==> src/rtl/weight_col_loader.sv <==
// Write-side weight loader: takes a column-major valid/ready element stream, writes it to
// weight memory one cycle after acceptance, and flags each completed column and the full matrix.
module weight_col_loader #(
  parameter int WEIGHT_ROWS = 96,
  parameter int WEIGHT_COLS = 3,
  parameter int DATA_WIDTH  = 5,
  parameter int ROW_WIDTH   = $clog2(WEIGHT_ROWS),
  parameter int COL_WIDTH   = $clog2(WEIGHT_COLS),
  parameter int ADDR_WIDTH  = $clog2(WEIGHT_ROWS*WEIGHT_COLS)
) (
  input  logic                  clk,
  input  logic                  reset,
  input  logic                  start,
  input  logic                  abort,
  input  logic                  in_valid,
  input  logic [DATA_WIDTH-1:0] in_data,
  output logic                  in_ready,
  output logic                  wr_en,
  output logic [ADDR_WIDTH-1:0] wr_addr,
  output logic [DATA_WIDTH-1:0] wr_data,
  output logic                  col_done,
  output logic [COL_WIDTH-1:0]  col_done_idx,
  output logic                  busy,
  output logic                  done
);

  typedef enum logic [1:0] {
    IDLE = 2'd0,
    LOAD = 2'd1,
    DONE = 2'd2
  } state_t;

  state_t                  state, state_next;
  logic [ROW_WIDTH-1:0]    row, row_next;
  logic [COL_WIDTH-1:0]    col, col_next;
  logic                    accept;
  logic                    last_row;
  logic                    last_col;
  logic [ADDR_WIDTH-1:0]   addr_cur;

  assign last_row = (row == ROW_WIDTH'(WEIGHT_ROWS - 1));
  assign last_col = (col == COL_WIDTH'(WEIGHT_COLS - 1));

  // Product formed at full address width so the top address cannot wrap.
  assign addr_cur = ADDR_WIDTH'(col) * ADDR_WIDTH'(WEIGHT_ROWS) + ADDR_WIDTH'(row);

  always_comb begin
    in_ready = (state == LOAD) && !abort;
    accept   = in_valid && in_ready;
  end

  always_comb begin
    state_next = state;
    row_next   = row;
    col_next   = col;
    if (abort) begin
      state_next = IDLE;
      row_next   = '0;
      col_next   = '0;
    end else begin
      unique case (state)
        IDLE: begin
          if (start) begin
            state_next = LOAD;
            row_next   = '0;
            col_next   = '0;
          end
        end
        LOAD: begin
          if (accept) begin
            if (last_row) begin
              row_next = '0;
              if (last_col) begin
                col_next   = '0;
                state_next = DONE;
              end else begin
                col_next = col + 1'b1;
              end
            end else begin
              row_next = row + 1'b1;
            end
          end
        end
        DONE:    state_next = IDLE;
        default: state_next = IDLE;
      endcase
    end
  end

  always_ff @(posedge clk or posedge reset) begin
    if (reset) begin
      state        <= IDLE;
      row          <= '0;
      col          <= '0;
      wr_en        <= 1'b0;
      wr_addr      <= '0;
      wr_data      <= '0;
      col_done     <= 1'b0;
      col_done_idx <= '0;
      busy         <= 1'b0;
      done         <= 1'b0;
    end else begin
      state    <= state_next;
      row      <= row_next;
      col      <= col_next;
      busy     <= (state_next == LOAD);
      done     <= (state_next == DONE);
      wr_en    <= accept;
      col_done <= accept && last_row;
      if (accept) begin
        wr_addr <= addr_cur;
        wr_data <= in_data;
      end
      if (accept && last_row) begin
        col_done_idx <= col;
      end
    end
  end

endmodule

==> config.mk <==
export PLATFORM = sky130hd
export DESIGN_NAME = weight_col_loader
export DESIGN_NICKNAME = d
export VERILOG_FILES = /design/src/rtl/weight_col_loader.sv
export SDC_FILE = /design/constraint.sdc
export NUM_CORES = 1
export LEC_CHECK = 0
export CORE_UTILIZATION = 45
export DETAILED_ROUTE_END_ITERATION = 10
export PLACE_DENSITY = 0.72
export SYNTH_ARGS = -nofsm -noshare
export SYNTH_HDL_FRONTEND = slang
export SYNTH_SLANG_ARGS = --single-unit
==> constraint.sdc <==
create_clock -name clk -period 5.2 [get_ports clk]
set_clock_uncertainty 0.2 [all_clocks]
set_input_delay 0.52 -clock clk [delete_from_list [all_inputs] [get_ports clk]]
set_output_delay 0.52 -clock clk [all_outputs]
set_load 0.005 [all_outputs]
[After elaboration in Yosys (flattened, before gate mapping)]
Cells that the tools add are included.
Word-level totals
  register bits after elaboration: 31
  input port bits: 10
  output and inout port bits: 21
Operators by class
  add/subtract/negate cells: 3
  multiply operators: 1
  eq/ne operators: 8
  muxes and demuxes: 17
  reductions and logical operators: 8
Operators with widths (count)
  7-bit two-way mux: 4
  2-bit two-way mux: 10
  7-bit one-hot mux with 2 select lines: 1
  9-bit by 7-bit adder with 9-bit output: 1
  3-bit != test, second input constant: 3
  2-bit one-hot mux with 2 select lines: 2
  7-bit by 1-bit adder with 7-bit output, second input constant: 1
  7-bit == test, second input constant: 1
  2-bit by 1-bit == test with 1-bit output, second input constant: 2
  2-bit == test, second input constant: 2
  2-bit by 2-bit multiplier with 4-bit output, second input constant: 1
  4-bit AND reduction: 1
  1-bit logical AND: 3
  3-bit AND reduction: 1
  3-bit nonzero test: 1
  2-bit by 1-bit adder with 2-bit output, second input constant: 1
  2-bit zero test: 1
  1-bit zero test: 1

[Depth between registers and ports, before layout]
Gate-level depths: netlist (run 1).
  word-level depth: 7
  depth in mapped cells: 7
  gate-level depth less buffers: 7

[Worst setup path before layout (run 1)]
Ideal clock, no wire load.
  path type: reg2reg
  start: register col[0]
  end: register wr_addr[6]
  arrival: 1.507 ns
  path slack: 3.368 ns
  stages on the path, launching flop included: 5
  buffers on the path: 0
  clock period less this slack: 1.832 ns
  cell sequence: dfrtp_1 > inv_1 > ha_1 > fa_1 > mux2_2
On the way
  longest elaborated chain between the ends: 2
RTL lines
  start: declaration: line 35  | logic [COL_WIDTH-1:0] col, col_next;
  start signal: assignment: line 105  | col <= col_next;
  2-bit by 2-bit multiplier with 4-bit output: line 45  | assign addr_cur = ADDR_WIDTH'(col) * ADDR_WIDTH'(WEIGHT_ROWS) + ADDR_WIDTH'(row);
  9-bit by 7-bit adder with 9-bit output: line 45
  net addr_cur[6]: line 39  | logic [ADDR_WIDTH-1:0] addr_cur;
  end signal: assignment: line 111  | wr_addr <= addr_cur;
  end: declaration: line 19  | output logic [ADDR_WIDTH-1:0] wr_addr,
The timed path passes the listed nets, and every way through them passes these cells.
A chain may end at the register's enable or synchronous reset.

[Worst setup path after layout (run 1)]
  start: input port abort
  end: output port in_ready
On the way
  longest elaborated chain between the ends: 2
RTL lines
  start: declaration: line 14  | input logic abort,
  1-bit zero test: line 48  | in_ready = (state == LOAD) && !abort;
  1-bit logical AND: line 48
  end: declaration: line 17  | output logic in_ready,
Every way passes these cells.

==> results of run 1 <==
==> synth_stat cells, drive strengths merged, types with 2 or more instances <==
| library cell | instances | share of area, % |
|---|---|---|
| and4 | 2 | 1.3 |
| a21oi | 4 | 1.6 |
| inv | 4 | 1.0 |
| nor2 | 7 | 2.2 |
| nand3 | 3 | 1.0 |
| nor3b | 2 | 1.0 |
| mux2 | 15 | 12 |
| dfrtp | 31 | 52 |
| ha | 8 | 6.7 |
| nor3 | 2 | 1.4 |
| nand2 | 4 | 1.0 |
| buf | 3 | 2.0 |
| a31oi | 2 | 0.83 |
| nor4 | 2 | 0.83 |
| and3 | 3 | 1.5 |
| o21ai | 6 | 2.2 |
| xnor2 | 3 | 1.7 |
| a22o | 3 | 1.7 |
==> state kept, by name, indices dropped and copies added, names as in the netlist <==
| signal | flops |
|---|---|
| wr_addr | 9 |
| row | 7 |
| wr_data | 5 |
| col | 2 |
| col_done_idx | 2 |
| state | 2 |
| busy | 1 |
| col_done | 1 |
| done | 1 |
| wr_en | 1 |
==> cell type report <==
cell class              count  share of cell area, %
flip-flops and latches     31                   40.7
inverters                   5                   1.05
repair buffers             31                   16.2
well taps                  44                   2.89
multi-input cells          76                   35.5
clock buffers               8                   3.61
==> worst reg2reg max path, cell delays in order (launching register included) <==
cell	delay, ns
sky130_fd_sc_hd__dfrtp_1	0.45
sky130_fd_sc_hd__nand2_1	0.14
sky130_fd_sc_hd__nor3_4	0.73
sky130_fd_sc_hd__and2_1	0.36
sky130_fd_sc_hd__mux2_4	0.32
==> logic make-up after synthesis <==
group           Yosys count  share of synthesized area [%]
compound gates           18                           9.33
xor+xnor                  3                           1.75
fa+ha+maj                 9                           7.99
buf+inv                   8                           3.33
flops                    31                           51.6
mux                      15                           11.7
simple gates             31                           14.2
==> metrics by stage <==
stage	hold slack, ns	area (um^2)	utilization [%]	std cells
3_5_place_dp	0.295	1840	59.2	187
3_3_place_gp	0.289	1840	59.2	187
6_report	0.312	1900	61.4	195
2_1_floorplan	0.303	1500	-	115
4_1_cts	0.316	1900	61.4	195
5_1_grt	0.329	1900	61.4	195
==> per-layer routing <==
layer  GRT usage [%]  share of wire [%]
met1            20.7                 44
met2            28.6                 49
met3            7.36                5.7
met4            6.98                1.1
met5               0                  0
==> power groups by stage <==
stage               registers (uW)  clock network, uW  logic [uW]
floorplan                      269                  0        26.4
CTS                            264                167        69.6
global placement               268                  0        67.8
finish                         264                160        68.4
detailed placement             269                  0        69.3
global route                   265                177        74.9
==> worst paths after layout <==
path                       slack [ns]  depth (start not counted)               to
setup / recovery                 2.37                          4         in_ready
min in group asynchronous        0.35                          3       wr_data[4]
hold / removal                   0.31                          1       wr_addr[4]
setup reg to reg                 2.89                          4  col_done_idx[1]
max in group asynchronous        4.17                          3       wr_addr[8]
hold reg to reg                  0.31                          1       wr_addr[4]
==> Implementation_results.wiki, run 1 <==
{| class="wikitable"
! Metric !! Value
|-
| Run status || finished, final reports clean
|-
| Most common library cell in the layout ignoring fill and taps || sky130_fd_sc_hd__dfrtp_1
|-
| Post-Synthesis Net Count || 134
|-
| Sequential Area || 776 um^2
|-
| Element type at the critical path start || primary input
|-
| Clock Power Share || 32.5%
|-
| Transition time at the pin with the least slew margin || 0.926 ns
|-
| Clock insertion delay at the later pin of the skew report || 0.33 ns
|-
| X dimension of the die || 59.8 um
|-
| Vias per inst || 5.08
|-
| Cell Area, Synth || 0.00150 mm^2
|-
| Share of total power consumed by net switching || 23.0%
|-
| Number of enable flip-flop cells after synthesis || 0
|-
| Synth async-reset ratio || 100%
|-
| GRT Util Overall || 17.7%
|-
| Average routed wire per standard cell || 13.3 um
|-
| Max stage delay on crit path || 0.56 ns
|-
| Worst flop-to-flop path startpoint || state[0]
|-
| Via count of the first global-routing pass || 978
|-
| Worst Setup Slack post-DPL || 2.25 ns
|-
| Number of max-slew violations in the final report || 0
|-
| Number of distinct standard cells referenced by the synthesized netlist || 36
|-
| Switching component of the power || 113 uW
|-
| Leakage dissipation || 0.000855 uW
|-
| Die Footprint || 0.00357 mm^2
|-
| Post-synthesis to final-layout area growth || 26.7%
|-
| Share of power burned in combinational logic || 13.9%
|-
| DR iter-0 viols || 2
|-
| Startpoint of the most critical hold path || wr_addr[4]
|-
| Filler Cells Inserted || 295
|-
| Remaining global-route overflow || 0
|-
| Starting density of the core || 48.4%
|-
| Sequential share of power || 53.6%
|-
| Final Critical Period || 2.83 ns
|-
| Tightest Hold Check Type || reg -> reg
|-
| Number of maximum-capacitance violations || 0
|-
| Total power consumption of the routed design || 492 uW
|-
| Main flop type after synthesis || sky130_fd_sc_hd__dfrtp_1
|-
| Yosys reg bits || 31
|-
| Maximum clock insertion buffer count || 2
|-
| Antenna violations before repair || 0
|-
| CP top delay family || buffers and inverters
|-
| Slowest-stage cell, CP || sky130_fd_sc_hd__clkdlybuf4s50_1
|-
| Data required time at the worst endpoint || 4.48 ns
|-
| Placer's final routability congestion estimate || 0.803
|-
| Length of the first detailed-routing pass in iterations || 4
|-
| Total core area || 0.00310 mm^2
|-
| I/O pin count || 31
|-
| Number of gates resized after cts || 0
|-
| Portion of the post-synthesis area used by sequential elements || 51.6%
|-
| Area occupied by multi-input gates || 677 um^2
|-
| Post-CTS clock slew at the launch and capture registers of the worst setup and hold paths || 0.09 ns
|-
| Setup fix buffers added after clock tree synthesis || 0
|-
| Number of input and output port buffers inserted || 30
|-
| Fmax achieved || 0.353 GHz
|-
| Max rail drop VDD || 0.188 mV
|-
| Maximum level of the CTS H-tree || 2
|-
| Number of remaining DRC errors || 0
|-
| Cts bufs inserted || 5
|-
| Post-CTS Hold Fix Bufs || 0
|-
| Sort of element at the end of the critical path || output port
|-
| Critical path arrival || 2.11 ns
|-
| Largest net degree at the start of global routing || 32
|-
| Post-DP HPWL || 1830 um
|-
| Vert. Die Dim || 59.8 um
|-
| Number of nets in the layout || 169
|-
| CTS tree || built
|-
| Top cell by count, worst path || sky130_fd_sc_hd__clkdlybuf4s50_1
|-
| Layout cells sized above 1 || 24.5%
|-
| First-pass GRT wire length || 4550 um
|-
| Number of core rows || 20
|-
| Total number of yosys warnings || 0
|-
| Total setup violations reported at the end of the flow || 0
|-
| Cell-internal power || 379 uW
|-
| Leading cell types in the layout, fill and taps excluded || sky130_fd_sc_hd__dfrtp_1 (31), sky130_fd_sc_hd__clkdlybuf4s50_1 (30), sky130_fd_sc_hd__mux2_2 (13), sky130_fd_sc_hd__ha_1 (8), sky130_fd_sc_hd__nor2_1 (6)
|-
| Detailed-route via count || 990
|-
| Final routed wirelength across all metal layers || 2600 um
|-
| Pwr dens || 258 mW/mm^2
|-
| Cell breakdown of the critical path || clkdlybuf4s50_1 -> or3b_4 -> clkinv_2 -> clkdlybuf4s50_1
|-
| Post-Syn Area per Cell || 13.1 um^2
|-
| Crit-path max FO || 6
|-
| Final hold violations || 0
|-
| Sinks on Clock Net || 31
|-
| Diode count || 0
|-
| Ratio of final minimum period to clock period || 54.4%
|-
| Final worst-path setup slack || 2.37 ns
|-
| Setup tns final || 0 ns
|-
| Setup repair after global routing missed its margin || no
|-
| WS Path Type || in -> out
|-
| Syn Inst Count || 115
|-
| Setup crit start || abort
|-
| Number of nets with antenna violations after routing || 0
|-
| Worst path bufs/invs || 3
|-
| Max-slew headroom || 38.1%
|-
| CTS Root Cell || sky130_fd_sc_hd__clkbuf_4
|}
No activity file was read; power rests on OpenSTA's default activity.
==> run 2: changes to the inputs <==
==> constraint.sdc (replaced) <==
create_clock -name clk -period 2.7 [get_ports clk]
set_clock_uncertainty 0.2 [all_clocks]
set_input_delay 0.27 -clock clk [delete_from_list [all_inputs] [get_ports clk]]
set_output_delay 0.27 -clock clk [all_outputs]
set_load 0.005 [all_outputs]
==> Implementation_results.wiki, run 2 (synthesis results as in run 1) <==
{| class="wikitable"
! Metric !! Value
|-
| Ratio of final minimum period to clock period || 85.6%
|-
| Cell count after placement || 189 (+1.1%)
|-
| Setup fix buffers added after clock tree synthesis || 0 (unchanged)
|-
| Slowest-stage cell, CP || sky130_fd_sc_hd__clkdlybuf4s50_1
|-
| Tightest Hold Check Type || in -> async
|-
| Length of the first detailed-routing pass in iterations || 4 (unchanged)
|-
| Maximum level of the CTS H-tree || 2 (unchanged)
|-
| Via count of the first global-routing pass || 1061 (+8.5%)
|-
| Post-CTS clock slew at the launch and capture registers of the worst setup and hold paths || 0.09 ns (about the same)
|-
| Transition time at the pin with the least slew margin || 0.384 ns (-0.543 ns)
|-
| Placer's final routability congestion estimate || 0.766 (-4.7%)
|-
| Number of nets with antenna violations after routing || 0 (unchanged)
|-
| Register ranked first by flip-flop count || wr_addr
|-
| Total setup violations reported at the end of the flow || 0 (unchanged)
|-
| Clock insertion delay at the later pin of the skew report || 0.33 ns (about the same)
|-
| Number of nets in the layout || 171 (+1.2%)
|-
| Largest net degree at the start of global routing || 32 (unchanged)
|-
| Max-slew headroom || 74.4% (+36 points)
|-
| Most used routing layer || met2
|-
| Sinks on Clock Net || 31 (unchanged)
|-
| Run status || finished, final reports clean
|-
| End-of-flow core utilization || 61.9% (+0.48 points)
|-
| Leakage dissipation || 0.000866 uW (+1.3%)
|-
| Top flop regs || wr_addr (9), row (7), wr_data (5)
|-
| Total core area || 0.00310 mm^2 (unchanged)
|-
| Top cell by count, worst path || sky130_fd_sc_hd__clkdlybuf4s50_1
|-
| CTS Root Cell || sky130_fd_sc_hd__clkbuf_4
|-
| Maximum clock insertion buffer count || 2 (unchanged)
|-
| Setup tns final || 0 ns (unchanged)
|-
| Cell Count, Final, Fillers Out || 197 (+1.0%)
|-
| Most common library cell in the layout ignoring fill and taps || sky130_fd_sc_hd__dfrtp_1
|-
| Post-place instance area || 0.00185 mm^2 (+0.82%)
|-
| CTS tree || built
|-
| Fmax achieved || 0.433 GHz
|-
| Cell breakdown of the critical path || clkdlybuf4s50_1 -> or3b_4 -> clkinv_2 -> clkdlybuf4s50_1
|-
| Sort of element at the end of the critical path || output port
|-
| X dimension of the die || 59.8 um (unchanged)
|-
| Layout cells sized above 1 || 25.5% (+0.99 points)
|-
| Number of max-slew violations in the final report || 0 (unchanged)
|-
| Pwr dens || 494 mW/mm^2 (+91%)
|-
| DR iter-0 viols || 5 (+3)
|-
| Vias per inst || 5.23 (+3.1%)
|-
| Element type at the critical path start || primary input
|-
| Leading cell types in the layout, fill and taps excluded || sky130_fd_sc_hd__dfrtp_1 (31), sky130_fd_sc_hd__clkdlybuf4s50_1 (30), sky130_fd_sc_hd__mux2_2 (13), sky130_fd_sc_hd__ha_1 (8), sky130_fd_sc_hd__nor2_1 (6)
|-
| Setup repair after global routing missed its margin || no
|-
| Number of remaining DRC errors || 0 (unchanged)
|-
| Diode count || 0 (unchanged)
|-
| Crit-path max FO || 6 (unchanged)
|-
| Global-route track usage on met1 || 21.3% (+0.56 points)
|-
| Final hold slack || 0.108 ns (-0.204 ns)
|-
| Data required time at the worst endpoint || 2.23 ns (-2.25 ns)
|-
| Grt met2 use || 30.5% (+1.9 points)
|-
| Number of maximum-capacitance violations || 0 (unchanged)
|-
| Post-synthesis to final-layout area growth || 27.7%
|-
| Number of gates resized after cts || 0 (unchanged)
|-
| Final hold violations || 0 (unchanged)
|-
| Number of core rows || 20 (unchanged)
|-
| Detailed-route via count || 1031 (+4.1%)
|-
| Final Critical Period || 2.31 ns
|-
| Starting density of the core || 48.4% (unchanged)
|-
| I/O pin count || 31 (unchanged)
|-
| Cts bufs inserted || 5 (unchanged)
|-
| Die Footprint || 0.00357 mm^2 (unchanged)
|-
| Max rail drop VDD || 0.299 mV (+59%)
|-
| Max stage delay on crit path || 0.55 ns (about the same)
|-
| Vert. Die Dim || 59.8 um (unchanged)
|-
| Final routed wirelength across all metal layers || 2610 um (+0.65%)
|-
| First-pass GRT wire length || 4710 um (+3.5%)
|-
| Post-DP HPWL || 1890 um (+2.8%)
|-
| Number of input and output port buffers inserted || 30 (unchanged)
|-
| Remaining global-route overflow || 0 (unchanged)
|-
| Max reg flops || 9 (unchanged)
|-
| Average routed wire per standard cell || 13.3 um (-0.37%)
|-
| Critical path arrival || 1.84 ns (-0.27 ns)
|-
| Post-CTS Hold Fix Bufs || 0 (unchanged)
|-
| WS Path Type || in -> out
|-
| Post-route cell area || 0.00192 mm^2 (+0.79%)
|-
| GRT Util Overall || 18.1% (+0.45 points)
|-
| Antenna violations before repair || 0 (unchanged)
|-
| Met3 Usage GRT || 4.76% (-2.6 points)
|}
run 2: changes by cell type in the layout (fill, tap and decap cells not counted), sizes merged:
cell and delta:
buf +2
run 2: area by class of cell:
type / count / area, um^2
Sequential cell: 31 / 776
Timing Repair Buffer: 33 / 323
Fill cell: 277 / 1180
Multi-Input combinational cell: 76 / 677
Clock buffer: 8 / 68.8
Tap cell: 44 / 55.1
Inverter: 5 / 20.0
run 2: critical path, delay by kind of cell:
| family | cells | cell delay, ns |
|---|---|---|
| buf+inv | 3 | 1.10 |
| simple gates | 1 | 0.47 |
run 2: report_power, final:
group / switching, uW / leakage, uW / internal (uW)
Combinational: 47.1 / 0.000412 / 84.9
Sequential: 15.7 / 0.000415 / 492
Clock: 155 / 0.0000386 / 153
run 2: routing by layer:
layer / up-vias / part of all wire [%] / wire length [um]
met5: - / 0 / 0
met4: 0 / 2.1 / 56
met3: 7 / 4.7 / 123
met2: 33 / 50 / 1300
met1: 502 / 43 / 1130
li1: 489 / - / -
run 2: path summary, 6_finish.rpt:
kind                       startpoint         endpoint  slack, ns  cells past startpoint
max in group asynchronous       reset       wr_addr[5]       1.91                      3
min in group clk           wr_data[1]       wr_data[1]       0.31                      1
max                             abort         in_ready       0.39                      4
min                             reset       wr_addr[0]       0.11                      3
min reg2reg                wr_data[1]       wr_data[1]       0.31                      1
max reg2reg                    row[0]  col_done_idx[1]       0.75                      5
run 2: stage by stage:
stage	setup slack [ns]	power [uW]
2_1_floorplan	0.868	570
3_3_place_gp	0.411	648
3_5_place_dp	0.376	652
4_1_cts	0.384	960
5_1_grt	0.343	994
6_report	0.390	948
